## src/rtl/ysyx_220053_lsu.sv

```systemverilog
// Load/store unit: accepts one EXU access at a time, issues a single
// doubleword-aligned memory request, and returns the extracted load data.
//
// state | meaning
// ------+-----------------------------------------------------------------
// IDLE  | ready for a new request (in_ready=1)
// REQ   | memory request presented, held stable until mem_req_ready
// WAIT  | request accepted, waiting for mem_rsp_valid
// RESP  | one-cycle out_valid pulse, result/error registered
module ysyx_220053_lsu #(
    parameter int unsigned ALIGN_CHECK = 1
) (
    input  logic        clk,
    input  logic        rst,
    input  logic        in_valid,
    output logic        in_ready,
    input  logic [63:0] in_addr,
    input  logic [63:0] in_wdata,
    input  logic [2:0]  in_memop,
    input  logic        in_wen,
    output logic        out_valid,
    output logic [63:0] out_rdata,
    output logic        out_err,
    output logic        mem_req_valid,
    input  logic        mem_req_ready,
    output logic [63:0] mem_req_addr,
    output logic        mem_req_wen,
    output logic [63:0] mem_req_wdata,
    output logic [7:0]  mem_req_wmask,
    input  logic        mem_rsp_valid,
    input  logic [63:0] mem_rsp_rdata
);

    typedef enum logic [1:0] {IDLE, REQ, WAIT, RESP} state_t;

    state_t      state_q, state_d;
    logic [63:0] addr_q, addr_d;
    logic [63:0] wdata_q, wdata_d;
    logic [2:0]  memop_q, memop_d;
    logic        wen_q, wen_d;
    logic [63:0] rdata_q, rdata_d;
    logic        err_q, err_d;

    logic        req_illegal;
    logic        req_misaligned;
    logic [63:0] rsp_shifted;
    logic [63:0] load_data;
    logic [7:0]  size_mask;

    // Classify the incoming request: illegal encoding or misaligned address.
    always_comb begin
        req_illegal    = in_wen ? in_memop[2] : (in_memop == 3'b111);
        req_misaligned = 1'b0;
        if (ALIGN_CHECK != 0) begin
            case (in_memop[1:0])
                2'b01:   req_misaligned = in_addr[0];
                2'b10:   req_misaligned = |in_addr[1:0];
                2'b11:   req_misaligned = |in_addr[2:0];
                default: req_misaligned = 1'b0;
            endcase
        end
    end

    // Extract, truncate and extend the load result from the aligned doubleword.
    always_comb begin
        rsp_shifted = mem_rsp_rdata >> {addr_q[2:0], 3'b000};
        case (memop_q)
            3'b000:  load_data = {{56{rsp_shifted[7]}},  rsp_shifted[7:0]};
            3'b001:  load_data = {{48{rsp_shifted[15]}}, rsp_shifted[15:0]};
            3'b010:  load_data = {{32{rsp_shifted[31]}}, rsp_shifted[31:0]};
            3'b011:  load_data = rsp_shifted;
            3'b100:  load_data = {56'd0, rsp_shifted[7:0]};
            3'b101:  load_data = {48'd0, rsp_shifted[15:0]};
            3'b110:  load_data = {32'd0, rsp_shifted[31:0]};
            default: load_data = 64'd0;
        endcase
    end

    // Byte-lane mask for the store size before lane positioning.
    always_comb begin
        case (memop_q[1:0])
            2'b00:   size_mask = 8'h01;
            2'b01:   size_mask = 8'h03;
            2'b10:   size_mask = 8'h0F;
            default: size_mask = 8'hFF;
        endcase
    end

    // Next-state logic and handshake outputs; request outputs are only
    // non-zero while in REQ so they read as zero in every other state.
    always_comb begin
        state_d       = state_q;
        addr_d        = addr_q;
        wdata_d       = wdata_q;
        memop_d       = memop_q;
        wen_d         = wen_q;
        rdata_d       = rdata_q;
        err_d         = err_q;
        in_ready      = 1'b0;
        out_valid     = 1'b0;
        mem_req_valid = 1'b0;
        mem_req_addr  = 64'd0;
        mem_req_wen   = 1'b0;
        mem_req_wdata = 64'd0;
        mem_req_wmask = 8'd0;
        case (state_q)
            IDLE: begin
                in_ready = 1'b1;
                if (in_valid) begin
                    addr_d  = in_addr;
                    wdata_d = in_wdata;
                    memop_d = in_memop;
                    wen_d   = in_wen;
                    if (req_illegal || req_misaligned) begin
                        err_d   = 1'b1;
                        rdata_d = 64'd0;
                        state_d = RESP;
                    end else begin
                        state_d = REQ;
                    end
                end
            end
            REQ: begin
                mem_req_valid = 1'b1;
                mem_req_addr  = {addr_q[63:3], 3'b000};
                mem_req_wen   = wen_q;
                if (wen_q) begin
                    mem_req_wdata = wdata_q << {addr_q[2:0], 3'b000};
                    mem_req_wmask = size_mask << addr_q[2:0];
                end
                if (mem_req_ready) begin
                    state_d = WAIT;
                end
            end
            WAIT: begin
                if (mem_rsp_valid) begin
                    err_d   = 1'b0;
                    rdata_d = wen_q ? 64'd0 : load_data;
                    state_d = RESP;
                end
            end
            RESP: begin
                out_valid = 1'b1;
                state_d   = IDLE;
            end
            default: state_d = IDLE;
        endcase
    end

    // State and datapath registers with synchronous reset.
    always_ff @(posedge clk) begin
        if (rst) begin
            state_q <= IDLE;
            addr_q  <= 64'd0;
            wdata_q <= 64'd0;
            memop_q <= 3'd0;
            wen_q   <= 1'b0;
            rdata_q <= 64'd0;
            err_q   <= 1'b0;
        end else begin
            state_q <= state_d;
            addr_q  <= addr_d;
            wdata_q <= wdata_d;
            memop_q <= memop_d;
            wen_q   <= wen_d;
            rdata_q <= rdata_d;
            err_q   <= err_d;
        end
    end

    assign out_rdata = rdata_q;
    assign out_err   = err_q;

endmodule

```

## config.mk

```make
export PLATFORM = sky130hd
export DESIGN_NAME = ysyx_220053_lsu
export DESIGN_NICKNAME = d
export VERILOG_FILES = /design/src/rtl/ysyx_220053_lsu.sv
export SDC_FILE = /design/constraint.sdc
export NUM_CORES = 1
export LEC_CHECK = 0
export ABC_AREA = 1
export CORE_ASPECT_RATIO = 1.25
export CORE_UTILIZATION = 41
export CTS_BUF_LIST = sky130_fd_sc_hd__clkbuf_2
export CTS_CLUSTER_DIAMETER = 40
export CTS_CLUSTER_SIZE = 25
export DETAILED_ROUTE_END_ITERATION = 16
export PLACE_DENSITY = 0.76
export SLEW_MARGIN = 20
export SYNTH_ARGS = -nofsm -noshare
export SYNTH_HDL_FRONTEND = slang
export SYNTH_SLANG_ARGS = --single-unit
```

## constraint.sdc

```tcl
create_clock -name clk -period 2.3 [get_ports clk]
set_clock_uncertainty 0.15 [all_clocks]
set_input_delay 0.69 -clock clk [delete_from_list [all_inputs] [get_ports clk]]
set_output_delay 0.69 -clock clk [all_outputs]
set_load 0.01 [all_outputs]
```

==> Word-level counts from Yosys, hierarchy flattened <==
Cells that the tools add are included.
Widths: inputs -> output; s select.
{ "totals": {"reg_bits": 199, "input_bits": 201, "output_inout_bits": 205, "wordCells": 66} }
{ "op_classes": {"n_eq_ne": 19, "shifts": 3, "n_mux": 27, "n_reduce_logical": 10} }
{ "op_table": {"columns": ["operator", "n"], "rows": [
  ["$mux 64", 7],
  ["$pmux 64 s7", 1],
  ["$pmux 64 s2", 1],
  ["$shl 64x6->64", 1],
  ["$shr 64x6->64", 1],
  ["$pmux 8 s3", 1],
  ["$mux 8", 2],
  ["$eq 3x3->1 const B", 4],
  ["$eq 2x2->1 const B", 5],
  ["$mux 1", 8],
  ["$mux 2", 4],
  ["$ne 2x2->1 const B", 4],
  ["$pmux 2 s4", 1],
  ["$shl 8x3->8", 1],
  ["$eq 2x1->1 const B", 3],
  ["$eq 3x2->1 const B", 2],
  ["$logic_not 2->1", 2],
  ["$reduce_and 4->1", 1],
  ["$eq 3x1->1 const B", 1],
  ["$logic_not 3->1", 1],
  ["$pmux 1 s3", 1],
  ["$reduce_and 3->1", 1],
  ["$reduce_or 3->1", 1],
  ["$pmux 1 s2", 1],
  ["4 further kinds", 4]
]} }

==> Depth between registers and ports, before layout <==
Gate-level depths: netlist of run 1.
{ "logic_depth": {"ltp_word": 6, "depth_mapped": 14, "depth_no_buf": 11} }

==> Worst setup path before layout of run 1 <==
No wires, ideal clock.
{ "synth_path": {"kind": "register to output", "start": "register state_q[1]", "end": "output port mem_req_wdata[32]", "arrival_time_ns": 1.773, "required_time_ns": 1.460, "slack_ns": -0.313, "stages_incl_launch_ff": 10, "path_buffers": 3, "path_cell_list": "dfxtp_1 -> inv_1 -> ha_1 -> buf_2 -> nand2_1 -> nor2_1 -> clkbuf_1 -> buf_2 -> nand2_1 -> o22ai_1"} }
{ "synth_between": {"elab_chain_len": 2} }
{ "synth_lines": {"columns": ["element", "line", "text"], "rows": [
  ["start, declared", "36", "state_t state_q, state_d;"],
  ["start signal, assigned", "161", "state_q <= state_d;"],
  ["$eq 2x1->1", "106", "case (state_q)"],
  ["$mux 64", "106", null],
  ["end, declared", "28", "output logic [63:0] mem_req_wdata,"]
]} }
Every way passes these cells.

==> Final worst setup path of run 1 <==
{ "layout_path": {"start": "register addr_q[0]", "end": "output port mem_req_wdata[5]"} }
{ "layout_between": {"elab_chain_len": 3} }
{ "layout_lines": {"columns": ["element", "line", "text"], "rows": [
  ["start, declared", "37", "logic [63:0] addr_q, addr_d;"],
  ["start signal, assigned", "162", "addr_q <= addr_d;"],
  ["$shl 64x6->64", "128", "mem_req_wdata = wdata_q << {addr_q[2:0], 3'b000};"],
  ["$mux 64", "127", "if (wen_q) begin"],
  ["$mux 64", "106", null]
]} }
Every way passes these cells.

==> reports/results.txt, run 1 <==
Initial core utilization: 0.415
Number of synthesized flops with an enable pin: 0
Synthesized cell area: 11400 um^2
Number of max-cap violations: 0
Max_slew headroom: 0.445
Crit share post-route: 1.44
Final nets: 2607
Synth top area cells: dfxtp_1 35%, nand2_1 15%, o21ai_0 11%
Crit Path Max Fanout: 8
Sequential fraction of the synthesis area: 0.348
Synthesis warning total: 0
Global routing's busiest layer: met2
Crit Path Class: flip-flop to output port
Routed len/inst: 21.3 um
Detail Route Antenna Nets: 0
Rows: 68
Routability Congestion: 0.994
Hold Path Class: primary input to flip-flop
Register area: 4070 um^2
Initial antenna violation count: 4
Met2 Use GR: 0.587
Worst Setup End Kind: output port
Crit path to: mem_req_wdata[5]
Number of global-route vias before repair: 13.8k
Vias after detailed routing: 15.9k
Top Ports: 406
Total gr overflow: 0
Clock-pin slew on the worst setup and hold paths: 0.33 ns
Met1 usage: 0.375
Post-detail-place hpwl: 36.7 mm
First-pass GRT wire length: 74.4 mm
Outcome: finished with violations
DR pass1 iterations: 7
GRT Resource Usage Total: 0.340
Hold Violations, Final: 0
Ys flop type: dfxtp_1
Maximum VDD drop: 545 uV
Setup Viol. Count Final: 197
Post-route minimum period: 3.30 ns
Core Region: 27600 um^2
FF-to-FF Start: addr_q[0]
# DRC: 0
Area share of the largest cell type after synthesis: 0.348
Unrepaired setup endpoints after global routing: true
Crit path DAT: 2.46 ns
Synth Register Bits: 199
Final Routed Wirelength: 59.0 mm
Area occupied by multi-input gates: 7840 um^2
Crit path launch: addr_q[0]
Count leader, synth: nand2_1
Failing checks: setup timing
Final Slew Violations: 0
Post-Syn Area per Cell: 6.26 um^2
Initial DRC Count: 1608
Final worst setup slack: -1.00 ns
Cells after synthesis: 1829
CTS tree: built
Least-Margin Pin Slew: 0.832 ns
Setup TNS Final: -122.50 ns
H-tree depth: 4
DIE AREA: 28600 um^2
Largest net degree at the start of global routing: 72
PwrDens: 1010 nW/um^2
CTS root buffer: clkbuf_2
WHS: 0.0724 ns
Clk sinks: 199
Met3 Use GR: 0.0654
Share of cells above drive strength 1: 0.384
Worst skew pair latency: 0.84 ns
CP Launch Type: flip-flop
Fmax: 0.303 GHz
Leakage: 0.00973 uW
Critical Path RT: 1.46 ns
Cell variety after synth: 41
Filler cells: 2036
Pre-CTS setup slack: -0.494 ns
R2R Setup Slk: -0.38 ns
R2R depth: 16
Vias per cell: 5.75
Chip Height: 189 um
Area Overhead vs Synth: 74.8%
FF-to-FF End: out_rdata[22]
Final core occ: 0.726
TritonCTS Buffers: 17
PortBufs: 402
Die Wd: 151 um
Max clock buf depth: 2
Ys async rst share: 0
Yosys top cell by area: dfxtp_1
Synth top cells by count: 466 x nand2_1, 288 x nor2_1, 246 x o21ai_0
==> report_power, final <==
group | total, uW | switching, uW | internal [uW]
clock | 1730 | 1390 | 336
sequential | 5090 | 786 | 4300
combinational | 13300 | 7500 | 5840
total | 20200 | 9680 | 10500
==> flip-flops by register name (all words and copies together), names as in the netlist <==
signal,count
wen_q,1
out_err,1
out_rdata,64
state_q,2
addr_q,64
wdata_q,64
memop_q,3
==> per-layer routing <==
layer,vias to the layer above,part of all wire,routed length [um]
met1,7305,0.33,19600
met3,336,0.11,6200
li1,7112,-,-
met4,4,0.083,4910
met2,1151,0.48,28300
met5,-,0.00054,32
==> critical path, stage by stage (launching register included) <==
cell        delay, ns
dfxtp_4          0.47
buf_8            0.15
buf_12           0.14
nor2_8           0.11
clkinvlp_4       0.15
nor2_4           0.18
buf_6            0.13
inv_8            0.06
nor2_2           0.08
buf_2            0.13
==> placed cells by master (no fill, tap or decap), drive strengths merged, types with 33 or more instances in the layout <==
master,Yosys,final
nand4,33,33
a21oi,102,102
nor2,291,291
nand2,471,471
nand3,110,110
clkbuf,66,74
inv,121,123
clkdlybuf4s50,0,200
buf,84,416
dfxtp,199,199
o21ai,267,267
==> per-stage QoR <==
| stage | total power [uW] | instance area [um^2] | std cells |
|---|---|---|---|
| after global placement | 13900 | 16900 | 2610 |
| after floorplan | 9970 | 11600 | 1831 |
| after detailed placement | 14100 | 16900 | 2610 |
| after global routing | 21100 | 20000 | 2766 |
| after CTS | 16300 | 17600 | 2660 |
| final | 20200 | 20000 | 2768 |
==> cell families (layout without fill, tap and decap cells) <==
family / after synthesis / after routing / share of synthesized area
simple gates: 919 / 919 / 0.330
compound gates: 415 / 415 / 0.194
buf+inv: 271 / 854 / 0.106
flops: 199 / 199 / 0.348
mux: 20 / 20 / 0.0175
fa+ha+maj: 4 / 4 / 0.00437
other cells: 1 / 7 / 0.000328
==> timing repair <==
action / 4_1_cts / 5_1_grt
setup buffers: 16 / 79
pin swaps: 19 / 117
endpoints found under the setup margin: 264 / 266
gates cloned: 4 / 32
gates resized for setup: 463 / 817
hold buffers: 0 / 0
==> worst min path at each step <==
stage	start	end	slack [ns]	cells after the start
2_1_floorplan	wdata_q[17]	wdata_q[17]	0.29	2
3_3_place_gp	out_rdata[57]	out_rdata[57]	0.30	2
3_5_place_dp	out_rdata[49]	out_rdata[49]	0.31	2
4_1_cts	rst	addr_q[59]	0.01	4
5_1_grt	rst	addr_q[57]	0.03	4
6_report	rst	addr_q[56]	0.07	4
==> area by class of cell <==
class	count	area share
Multi-Input combinational cell	1361	0.392
Timing Repair Buffer	702	0.347
Sequential cell	199	0.204
Inverter	121	0.0243
Tap cell	350	0.0219
Clock inverter	14	0.00713
Clock buffer	17	0.00425
Antenna cell	4	0.000500
No activity file was read; power rests on OpenSTA's default activity.
==> inputs of run 2 (changes only) <==
- CORE_MARGIN: unset -> 4
==> run 2 against run 1 <==
The flow still finishes with violations (setup timing). Register-to-register slack better by 0.12 ns. Combinational power decreased by 8%. Highest routed layer unchanged. Setup slack gained 0.018 ns.
==> reports/results.txt, run 2 (synthesized netlist as in run 1, its figures left out) <==
Outcome: finished with violations
Failing checks: setup timing
P_sw: 8920 uW (-7.8%)
Most frequent cells in the layout: 389 x nand2_1, 251 x nor2_1, 213 x clkdlybuf4s50_1, 197 x o21ai_0, 175 x buf_4
Initial DRC Count: 1519 (-5.5%)
Worst Setup End Kind: output port
Final worst setup slack: -0.984 ns (+0.0183 ns)
CTS tree: built
Max_slew headroom: 0.478 (+0.0323)
Hold Violations, Final: 0 (unchanged)
Fmax: 0.305 GHz (+0.56%)
DR pass1 iterations: 6 (-1)
GRT Resource Usage Total: 0.324 (-0.0161)
Sw Ratio: 0.468 (-0.0121)
Rows: 68 (unchanged)
M1 WL: 19.5 mm (about the same)
Final Slew Violations: 0 (unchanged)
Filler cells: 2164 (+6.3%)
Total gr overflow: 0 (unchanged)
Top layer in use: met5
Pint: 10100 uW (-3.2%)
Die Wd: 157 um (+4.0%)
Combinational Power Share: 0.640 (-0.022)
Top Ports: 406 (unchanged)
Chip Height: 195 um (+3.2%)
Crit share post-route: 1.43 (-0.00796)
Initial antenna violation count: 12 (+8)
Initial core utilization: 0.415 (unchanged)
Critical Path RT: 1.46 ns (about the same)
Core Region: 27600 um^2 (unchanged)
Crit Path Class: flip-flop to output port
Crit Path Max Fanout: 7 (-1)
Area Overhead vs Synth: 70.6%
Post-route minimum period: 3.28 ns (-0.0183 ns)
Clock power frac: 0.095 (+0.009)
Clock-pin slew on the worst setup and hold paths: 0.35 ns (+0.02 ns)
Number of max-cap violations: 0 (unchanged)
PwrDens: 976 nW/um^2 (-3.1%)
Setup Viol. Count Final: 213 (+8.1%)
Routed len/inst: 20.5 um (-3.8%)
# DRC: 0 (unchanged)
WHS: 0.136 ns (+0.0636 ns)
Final Routed Wirelength: 56.4 mm (-4.5%)
Number of global-route vias before repair: 14.0k (+1.6%)
First-pass GRT wire length: 77.3 mm (+3.9%)
Least-Margin Pin Slew: 0.777 ns (-0.0545 ns)
Total Power: 19100 uW (-5.4%)
Routability Congestion: 1.01 (+1.3%)
Worst skew pair latency: 0.85 ns (about the same)
CP Launch Type: flip-flop
Most common cell after layout, fill and taps aside: nand2_1
R2R Setup Slk: -0.26 ns (+0.12 ns)
Vias after detailed routing: 15.2k (-4.4%)
Unrepaired setup endpoints after global routing: true
Maximum VDD drop: 479 uV (-12%)
Max clock buf depth: 2 (unchanged)
Final nets: 2581 (-1.0%)
Met3 WL: 4.97 mm (-20%)
DIE AREA: 30700 um^2 (+7.3%)
Detail Route Antenna Nets: 0 (unchanged)
Register area: 4060 um^2 (-0.31%)
Post-detail-place hpwl: 39.0 mm (+6.3%)
CTS root buffer: clkbuf_2
Share of cells above drive strength 1: 0.350 (-0.0339)
Hold Path Class: primary input to flip-flop
Area occupied by multi-input gates: 7480 um^2 (-4.6%)
Met2 routed WL: 27.4 mm (-3.3%)
Clk sinks: 199 (unchanged)
Part of the power in registers: 0.265 (+0.013)
Leakage: 0.00893 uW (-8.2%)
PortBufs: 402 (unchanged)
TritonCTS Buffers: 17 (unchanged)
Vias per cell: 5.54 (-3.7%)
Largest net degree at the start of global routing: 96 (+33%)
Crit path DAT: 2.44 ns (-0.02 ns)
H-tree depth: 4 (unchanged)
==> run 2: cell count changes in the layout (fill, tap and decap cells not counted), sizes merged, moves of 6 or more <==
cell / change
buf: +18
diode: +6
clkbuf: -30
clkdlybuf4s50: +13
dlymetal6s2s: -27
==> run 2: layout make-up <==
class,instances,share of cell area
inverters,121,0.0252
clock buffers,18,0.00461
diodes,10,0.00128
multi-input cells,1362,0.383
flip-flops and latches,199,0.208
well taps,350,0.0224
clock inverters,13,0.00724
repair buffers,675,0.349
==> run 2: timing repair <==
item                       CTS  global route
pin swaps                   12            73
hold buffers                 0             0
buffers inserted            28            55
gates cloned                 7            12
resized for setup          625           677
setup endpoints to repair  257           266
==> run 2: final timing paths <==
check | to | cells after the start | start
setup reg to reg | out_rdata[36] | 14 | addr_q[0]
hold / removal | wdata_q[25] | 5 | rst
hold reg to reg | out_rdata[62] | 2 | out_rdata[62]
setup / recovery | mem_req_wmask[4] | 7 | addr_q[0]
==> run 2: layer usage <==
layer / vias to the layer above / global-route usage
li1: 7045 / -
met1: 6994 / 0.359
met2: 916 / 0.550
met3: 249 / 0.0829
met4: 8 / 0.200
met5: - / 0
==> run 2: power groups by stage <==
stage | combinational, uW | clock, uW | sequential (uW)
6_report | 12200 | 1800 | 5060
5_1_grt | 12900 | 1970 | 5140
4_1_cts | 10100 | 1820 | 4850
3_5_place_dp | 9180 | 0 | 4870
3_3_place_gp | 9150 | 0 | 4830
2_1_floorplan | 5190 | 0 | 4780
==> run 2: critical path, cell delays in order, from the launching register on <==
cell        delay (ns)
dfxtp_4           0.47
buf_4             0.18
nor2_8            0.12
clkinvlp_4        0.18
o21ai_0           0.27
buf_4             0.18
o21ai_1           0.06
buf_2             0.15
==> run 2: metrics by stage <==
stage	utilization	instance area [um^2]	setup slack [ns]	instances	TNS (ns)
final	0.709	19500	-0.984	2748	-123.93
after global routing	0.708	19500	-1.07	2747	-141.80
after CTS	0.646	17800	-1.06	2679	-152.00
after detailed placement	0.615	17000	-0.530	2613	-60.71
after global placement	0.615	17000	-0.480	2613	-54.49
after floorplan	-	11600	-0.0381	1831	-0.442
